`src/rtl/adder_pkg.sv`:
```
// Shared types and constants for the sync-adder datapath and its result buffer.
package adder_pkg;

    localparam int RES_W = 9;

    typedef enum logic [1:0] {
        EMPTY   = 2'd0,
        PARTIAL = 2'd1,
        FULL    = 2'd2
    } fifo_state_e;

endpackage

```
`src/rtl/adder_result_fifo_if.sv`:
```
// Result-buffer handshake bundle: producer side (in_*) and sink side (out_*).
// valid/ready: a word moves when valid & ready are both high at a posedge; valid and data
// hold until accepted, and ready never depends combinationally on valid on the same side.
interface adder_result_fifo_if
    import adder_pkg::*;
#(
    parameter int WIDTH = RES_W
);
    logic             in_valid;
    logic [WIDTH-1:0] in_data;
    logic             in_ready;
    logic             out_valid;
    logic [WIDTH-1:0] out_data;
    logic             out_ready;

    // Environment side: controller drives in_*, sink drives out_ready.
    modport master (
        output in_valid, in_data, out_ready,
        input  in_ready, out_valid, out_data
    );

    // FIFO side.
    modport slave (
        input  in_valid, in_data, out_ready,
        output in_ready, out_valid, out_data
    );
endinterface

```
`src/rtl/adder_result_fifo_ptr.sv`:
```
// Wrap-around index counter 0..DEPTH-1 with increment enable and sync reset.
module fifo_ptr #(
    parameter int DEPTH = 4,
    localparam int PTR_W = (DEPTH > 1) ? $clog2(DEPTH) : 1
) (
    input  logic             clk,
    input  logic             rst,
    input  logic             inc,
    output logic [PTR_W-1:0] ptr
);
    localparam logic [PTR_W-1:0] LAST = PTR_W'(DEPTH - 1);

    logic [PTR_W-1:0] ptr_q;
    logic [PTR_W-1:0] ptr_d;

    // Explicit wrap so non-power-of-2 depths work.
    always_comb begin
        ptr_d = ptr_q;
        if (inc) begin
            ptr_d = (ptr_q == LAST) ? '0 : ptr_q + PTR_W'(1);
        end
    end

    always_ff @(posedge clk) begin
        if (rst) ptr_q <= '0;
        else     ptr_q <= ptr_d;
    end

    assign ptr = ptr_q;
endmodule

```
`src/rtl/adder_result_fifo.sv`:
```
// First-word-fall-through result buffer between the adder controller and its sink;
// back-pressures the controller through in_ready and flags dropped results as overflow.
module adder_result_fifo
    import adder_pkg::*;
#(
    parameter int WIDTH = RES_W,
    parameter int DEPTH = 4,  // legal 2..16
    localparam int CNT_W = $clog2(DEPTH + 1),
    localparam int PTR_W = $clog2(DEPTH)
) (
    input  logic                 clk,
    input  logic                 rst,
    adder_result_fifo_if.slave   bus,
    output logic [CNT_W-1:0]     count,
    output fifo_state_e          state,
    output logic                 overflow
);
    localparam logic [CNT_W-1:0] FULL_CNT = CNT_W'(DEPTH);

    logic [WIDTH-1:0] mem_q [DEPTH];
    logic [PTR_W-1:0] rd_ptr;
    logic [PTR_W-1:0] wr_ptr;
    logic [CNT_W-1:0] count_q, count_d;
    logic             overflow_q, overflow_d;
    fifo_state_e      state_q, state_d;
    logic             is_full, is_empty, push, pop;

    assign is_full  = (count_q == FULL_CNT);
    assign is_empty = (count_q == '0);
    // Handshakes are ignored in the reset cycle.
    assign push     = bus.in_valid & ~is_full & ~rst;
    assign pop      = bus.out_ready & ~is_empty & ~rst;

    fifo_ptr #(.DEPTH(DEPTH)) u_rd_ptr (.clk(clk), .rst(rst), .inc(pop),  .ptr(rd_ptr));
    fifo_ptr #(.DEPTH(DEPTH)) u_wr_ptr (.clk(clk), .rst(rst), .inc(push), .ptr(wr_ptr));

    always_comb begin
        count_d = count_q;
        if (push && !pop)      count_d = count_q + CNT_W'(1);
        else if (pop && !push) count_d = count_q - CNT_W'(1);
        overflow_d = overflow_q | (bus.in_valid & is_full);
    end

    // Occupancy FSM follows the next count so it always matches the decode of count.
    always_comb begin
        state_d = state_q;
        case (state_q)
            EMPTY:   if (push) state_d = PARTIAL;
            PARTIAL: begin
                if (count_d == FULL_CNT) state_d = FULL;
                else if (count_d == '0)  state_d = EMPTY;
            end
            FULL:    if (pop) state_d = PARTIAL;
            default: state_d = EMPTY;
        endcase
    end

    always_ff @(posedge clk) begin
        if (rst) begin
            count_q    <= '0;
            overflow_q <= 1'b0;
            state_q    <= EMPTY;
        end else begin
            count_q    <= count_d;
            overflow_q <= overflow_d;
            state_q    <= state_d;
        end
    end

    // Storage is deliberately left uncleared by reset.
    always_ff @(posedge clk) begin
        if (push) mem_q[wr_ptr] <= bus.in_data;
    end

    assign bus.in_ready  = ~is_full;
    assign bus.out_valid = ~is_empty;
    assign bus.out_data  = is_empty ? '0 : mem_q[rd_ptr];
    assign count         = count_q;
    assign state         = state_q;
    assign overflow      = overflow_q;
endmodule

```
`src/flat_wrapper.sv`:
```
// flat-port wrapper written by rule: the top's interface ports become plain ports
module adder_result_fifo_flat import adder_pkg::*;
#(
    parameter int WIDTH = RES_W,
    parameter int DEPTH = 4,                
    localparam int CNT_W = $clog2(DEPTH + 1),
    localparam int PTR_W = $clog2(DEPTH)
)
  (clk, rst, count, state, overflow, bus_in_valid, bus_in_data, bus_out_ready, bus_in_ready, bus_out_valid, bus_out_data);
  adder_result_fifo_if #(.WIDTH(WIDTH)) bus_i ();
  input  logic clk;
  input  logic rst;
  output logic [CNT_W-1:0] count;
  output fifo_state_e state;
  output logic overflow;
  input wire logic [$bits(bus_i.in_valid)-1:0] bus_in_valid;
  input wire logic [$bits(bus_i.in_data)-1:0] bus_in_data;
  input wire logic [$bits(bus_i.out_ready)-1:0] bus_out_ready;
  output wire logic [$bits(bus_i.in_ready)-1:0] bus_in_ready;
  output wire logic [$bits(bus_i.out_valid)-1:0] bus_out_valid;
  output wire logic [$bits(bus_i.out_data)-1:0] bus_out_data;
  assign bus_i.in_valid = bus_in_valid;
  assign bus_i.in_data = bus_in_data;
  assign bus_i.out_ready = bus_out_ready;
  assign bus_in_ready = bus_i.in_ready;
  assign bus_out_valid = bus_i.out_valid;
  assign bus_out_data = bus_i.out_data;
  adder_result_fifo #(.WIDTH(WIDTH), .DEPTH(DEPTH)) u_core (.clk(clk), .rst(rst), .bus(bus_i), .count(count), .state(state), .overflow(overflow));
endmodule
```
`config.mk`:
```
export PLATFORM = sky130hd
export DESIGN_NAME = adder_result_fifo_flat
export DESIGN_NICKNAME = d
export VERILOG_FILES = /design/src/rtl/adder_pkg.sv /design/src/rtl/adder_result_fifo_if.sv /design/src/rtl/adder_result_fifo_ptr.sv /design/src/rtl/adder_result_fifo.sv /design/src/flat_wrapper.sv
export SDC_FILE = /design/constraint.sdc
export NUM_CORES = 1
export LEC_CHECK = 0
export ABC_AREA = 1
export CORE_MARGIN = 5
export CORE_UTILIZATION = 40
export DETAILED_ROUTE_END_ITERATION = 16
export MAX_ROUTING_LAYER = met4
export PLACE_DENSITY = 0.61
export SETUP_SLACK_MARGIN = 0.2
export SYNTH_ARGS = -nofsm -noshare
export SYNTH_HDL_FRONTEND = slang
export SYNTH_SLANG_ARGS = --single-unit
```
`constraint.sdc`:
```
create_clock -name clk -period 2.04 [get_ports clk]
set_clock_uncertainty 0.05 [all_clocks]
set_input_delay 0.408 -clock clk [delete_from_list [all_inputs] [get_ports clk]]
set_output_delay 0.408 -clock clk [all_outputs]
set_load 0.01 [all_outputs]
```
======== Word level (Yosys, flattened, before mapping) ========
Memory sizes are Yosys's and may differ from the RTL's. A register that Yosys moved wholly into a read port is not among the register bits.
Cells that the tools add are included.
W data, S select, Z words.
storage, ports and cells
  flip-flop bits (word level) ............. 10
  memory bits (writable) .................. 36
  bits of input ports ..................... 13
  output and inout bits ................... 17
  word-level logic and storage cells ...... 50
  memories ................................ 1
memory list
  memory        words  width  read ports  clocked after Yosys merged registers in  wr ports  RTL line                 text
  u_core.mem_q  4      9      1           1                                        1         adder_result_fifo.sv:20  logic [WIDTH-1:0] mem_q [DEPTH];
operators by class
  add/sub/neg operators ................... 4
  eq/ne operators ......................... 9
  mux-type cells .......................... 14
  bitwise logic cells ..................... 9
  reductions and logical operators ........ 8
operator list
  operator               number
  $mux W2                8
  $mux W9                1
  $eq A2 B2 Y1 const B   3
  $eq A3 B3 Y1 const B   2
  $logic_not A3 Y1       2
  $mux W3                2
  $pmux W2 S3            1
  $and A1 B1 Y1          5
  $add A2 B1 Y2 const B  2
  $ne A2 B1 Y1 const B   2
  $add A3 B1 Y3 const B  1
  $ne A3 B1 Y1 const B   1
  $not A1 Y1             3
  $reduce_and A3 Y1      1
  $sub A3 B1 Y3 const B  1
  $eq A2 B1 Y1 const B   1
  $logic_and A1 B1 Y1    2
  $logic_not A1 Y1       2
  $logic_not A2 Y1       1
  $mux W1                2
  $or A1 B1 Y1           1

======== Depth between registers and ports, before layout ========
  word-level depth ........................ 12
  mapped depth ............................ 13
  mapped depth without buffers ............ 13

======== Modules after synthesis ========
From an unflattened synthesis, not the netlist that was laid out.
unflattened totals
  cell total of the unflattened synthesis .. 200
  area, all modules ....................... 2039.5 um^2
modules (own cells, without submodules)
  module             instances  cells each  area each (um^2)  seq. area each (um^2)
  adder_result_fifo  1          172         1839.3            1201.2
  fifo_ptr           2          14          100.1             40.0

======== Worst setup path before layout ========
OpenSTA, ideal clock, no wires.
  path type ............................... flip-flop to flip-flop
  start ................................... register u_core.count_q[0], in the netlist u_core.count[0]
  end ..................................... memory u_core.mem_q[0][0] in the netlist's numbering, enable pin
  setup time .............................. 0.374 ns
  arrival time ............................ 1.503 ns
  required time ........................... 1.616 ns
  setup slack ............................. 0.113 ns
  stages on the path, launching flop included .. 7
  buffers on the path ..................... 1
  period minus slack after synthesis ...... 1.927 ns
  path through ............................ dfxtp_1 inv_1 ha_1 nand2_2 nand3_2 buf_6 nor2_1
on the way
  word-level cells in the longest chain between the ends .. 6
ends and longest elaborated chain
  element                        RTL line                 text
  from (decl)                    adder_result_fifo.sv:23  logic [CNT_W-1:0] count_q, count_d;
  from (signal assigned)         adder_result_fifo.sv:64  count_q <= count_d;
  $eq A3 B3 Y1                   adder_result_fifo.sv:28  assign is_full = (count_q == FULL_CNT);
  $not A1 Y1                     n/a
  named net bus_in_ready         flat_wrapper.sv:19       output wire logic [$bits(bus_i.in_ready)-1:0] bus_in_ready;
  $and A1 B1 Y1 (2 in series)    adder_result_fifo.sv:31  assign push = bus.in_valid & ~is_full & ~rst;
  $mux W1                        adder_result_fifo.sv:72  if (push) mem_q[wr_ptr] <= bus.in_data;
  $mux W1 (implied by the code)  adder_result_fifo.sv:72
  to (decl)                      adder_result_fifo.sv:20
The timed path passes the listed nets, and every way through them passes these cells.

======== Worst setup path in the final report ========
  start ................................... register u_core.count_q[0], in the netlist u_core.count[0]
  end ..................................... output bus_out_data[6]
on the way
  word-level cells in the longest chain between the ends .. 2
ends and longest elaborated chain
  element           RTL line                 text
  $logic_not A3 Y1  adder_result_fifo.sv:29  assign is_empty = (count_q == '0);
  $mux W9           adder_result_fifo.sv:77  assign bus.out_data = is_empty ? '0 : mem_q[rd_ptr];
  to (decl)         flat_wrapper.sv:21       output wire logic [$bits(bus_i.out_data)-1:0] bus_out_data;
Every way passes these cells.

==> Flow_metrics.wiki <==
{| class="wikitable"
! Metric !! Value
|-
| Status || complete, no violations
|-
| Num rows || 26
|-
| H-tree levels || 2
|-
| Number of endpoints with negative hold slack in the final report || 0
|-
| Slew of the pin with the lowest slew margin || roughly 0.24 ns
|-
| Maximum vdd ir drop || about 0.43 mV
|-
| Data arrival, critical path || 1.34 ns
|-
| DRC || 0
|-
| X dimension of the die || 82.8 µm
|-
| CP max stage cell || sky130_fd_sc_hd__dfxtp_2
|-
| Share of final-layout standard cells stronger than drive strength 1 || 31.2%
|-
| Post-route ant nets || 0
|-
| Total global-route track usage || approximately 15%
|-
| RSZ-0062 raised after global routing || true
|-
| Router iterations before antenna repair || 4
|-
| Yosys cell types || 23
|-
| Clock-pin slew of the registers on the worst-case setup and hold paths || 0.09 ns
|-
| Global-route wire length before repair || slightly above 7000 µm
|-
| Worst flop-to-flop path endpoint || u_core.state[1]
|-
| Kind of start point of the critical path || flip-flop
|-
| Setup CP Type || reg2out
|-
| Worst hold start || u_core.overflow
|-
| Via count of the first global-routing pass || 1,495
|-
| Cell types occupying the most area after synthesis || sky130_fd_sc_hd__edfxtp_1 (51%), sky130_fd_sc_hd__dfxtp_1 (11%), sky130_fd_sc_hd__nor2_1 (8.3%)
|-
| Met3 track demand over resource || 4.32%
|-
| Layer with the highest usage || met2
|-
| Chain of cells forming the critical path || inv_2 -> ha_4 -> inv_4 -> nor2_4 -> buf_6 -> a21oi_2 -> buf_2
|-
| Endpoint class of the critical path || output pin
|-
| Sinks on Clock Net || 48
|-
| Minimum clock period || 1.80 ns
|-
| Top cell type's share of synthesized area || 51.0%
|-
| Cell count of the worst reg-to-reg path || 15
|-
| Path category of the worst min-delay check || reg2reg
|-
| Detail-routed via count per cell || 4.65
|-
| Yosys top cell by area || sky130_fd_sc_hd__edfxtp_1
|-
| Total nets after synthesis || 222
|-
| Antenna diode count || 0
|-
| Post-synthesis cell count || between 200 and 250
|-
| Post-synthesis instance area || between 2000 and 2500 µm²
|-
| Die Ht || 82.8 µm
|-
| Worst hold endpoint || u_core.overflow
|-
| Number of maximum-capacitance constraint violations || 0
|-
| Remaining max-slew budget at the tightest pin || 84.1%
|-
| NumNets Final || 280
|-
| CTS tree || built
|-
| Num CTS Buffers || 5
|-
| Final Max Tran Viols || 0
|-
| Worst setup slack before clock tree synthesis || between 0.01 and 0.015 ns
|-
| Peak Freq || 0.556 GHz
|-
| Root buffer cell || sky130_fd_sc_hd__clkbuf_8
|-
| Routed length per instance || 13.4 µm
|-
| Register-to-register path setup slack || 0.27 ns
|-
| Crit Path Max Fanout || 5
|-
| Total gr overflow || 0
|-
| Overall power after layout || 2.15 mW
|-
| Starting density of the core || 41.2%
|-
| Power per cell area || around 770 nW/µm²
|-
| Yosys warnings || 0
|-
| Leakage power of the design || 1.11 nW
|-
| Wire length after detailed routing || 4430 µm
|-
| Die Area || 6850 µm²
|-
| Clock latency reported for the late side of the worst-skew pair || 0.30 ns
|-
| Number of hold-repair buffers added at the cts stage || 0
|-
| Final worst-path cycle share || 88.2%
|-
| Floorplan core area || 5140 µm²
|-
| Top Ports || 30
|-
| Fin Setup TNS || 0 ns
|-
| Total of flip-flops plus latches after synthesis || 48
|-
| Required time reported for the critical path endpoint || around 1.6 ns
|-
| Pin count of the biggest net entering global routing || 16
|-
| Total via count after detailed routing || 1,534
|-
| Instance count along the most critical hold path || 2
|-
| Post-route setup slack || 0.241 ns
|-
| Max Buffers Root-to-Sink || 2
|-
| Initial antenna violation count || 0
|-
| Routability Congestion || 0.780
|-
| Half-perimeter wire length of the detailed placement result || roughly 3100 µm
|-
| Port buffer count || 29
|-
| GR Util met1 || 17.9%
|-
| Number of DRC markers after the initial detailed-route iteration || 81
|-
| Number of setup violations in the final report || 0
|-
| Synthesis-to-finish area growth || 31.4%
|-
| Met2 layer usage reported by global route || 22.9%
|-
| Maximum single-stage delay on the critical path || 0.35 ns
|-
| Share of the yosys chip area belonging to registers || 62.4%
|-
| Beginning of the worst register-to-register path || u_core.count[0]
|-
| Syn avg cell area || about 11 µm²
|}
-- flip-flops by register name (all words and copies together) (netlist names), named ones only --
register             cells
u_core.state             2
u_core.u_rd_ptr.ptr      2
u_core.mem_q            36
u_core.overflow          1
u_core.count             3
u_core.u_wr_ptr.ptr      2
-- worst max path at each step --
stage                    start                 end  cells past startpoint
6_report       u_core.count[0]     bus_out_data[6]                      7
5_1_grt        u_core.count[0]     u_core.state[0]                     14
4_1_cts        u_core.count[2]            count[2]                      1
3_5_place_dp         flip-flop     bus_out_data[1]                      5
3_3_place_gp         flip-flop     bus_out_data[6]                      5
2_1_floorplan  u_core.count[0]  u_core.mem_q[0][0]                      6
-- metal layers --
layer,vias to the layer above,wire [µm]
li1,791,-
met1,717,2140
met2,21,2090
met3,5,154
met4,0,52
met5,-,0
-- cells by family (layout without fill, tap and decap cells) --
| group | Yosys count | count (layout) | synth area share, % |
|---|---|---|---|
| compound gates | 37 | 37 | 9.10 |
| fa+ha+maj | 8 | 8 | 4.73 |
| buf+inv | 24 | 83 | 4.90 |
| flops | 48 | 48 | 62.4 |
| simple gates | 84 | 84 | 18.9 |
-- area by class of cell --
type                            instances  area, µm²
Clock buffer                            5       68.8
Inverter                               19       77.6
Timing Repair Buffer                   56        454
Tap cell                               70       87.6
Fill cell                             502       2360
Clock inverter                          3       17.5
Sequential cell                        48       1330
Multi-Input combinational cell        129        749
-- cells in the mapped netlist (all sizes together) --
library cell and instances:
nor2 53, edfxtp 36, o21ai 23, nand2 21
inv 18, dfxtp 12, a21oi 11, nand3 9
ha 8, buf 4, o31ai 3, clkbuf 1
clkinv 1, nand3b 1
-- power by group --
group / switching, mW / internal [mW] / total (mW)
clock network: 0.320 / 0.240 / 0.559
registers: 0.0237 / 1.09 / 1.12
logic: 0.258 / 0.221 / 0.479
-- repair_timing --
action                     CTS  global route
gates cloned                 0             0
pin swaps                    2             4
buffers inserted             4             2
gates resized for setup     63            20
setup endpoints to repair   11            13
-- per-stage QoR --
stage	util, %	hold slack (ns)	cell area, µm²	instances
final	54.2	0.423	2780	330
after global routing	54.2	0.470	2780	330
after CTS	53.4	0.437	2740	328
after detailed placement	51.0	0.407	2620	316
after global placement	51.0	0.407	2620	316
after floorplan	-	0.419	2120	201
-- cell usage in the layout (no fill, tap or decap), drive strengths merged --
cell type	netlist	final
nand3	9	9
nor2	53	53
edfxtp	36	36
nand2	21	21
clkbuf	1	6
ha	8	8
clkinv	1	3
clkdlybuf4s15	0	1
a21oi	11	11
o21ai	23	23
clkdlybuf4s50	0	18
inv	18	19
dfxtp	12	12
nand3b	1	1
buf	4	36
o31ai	3	3
-- worst max-delay path: cells and delay by family, from the launching register on --
family / cells / cell delay [ns]
AO/OA/AOI/OAI: 1 / 0.11
adder cells (fa/ha/maj): 1 / 0.16
buffers and inverters: 4 / 0.38
flip-flops: 1 / 0.35
AND/OR/NAND/NOR: 1 / 0.03
No activity file was read; power rests on OpenSTA's default activity.
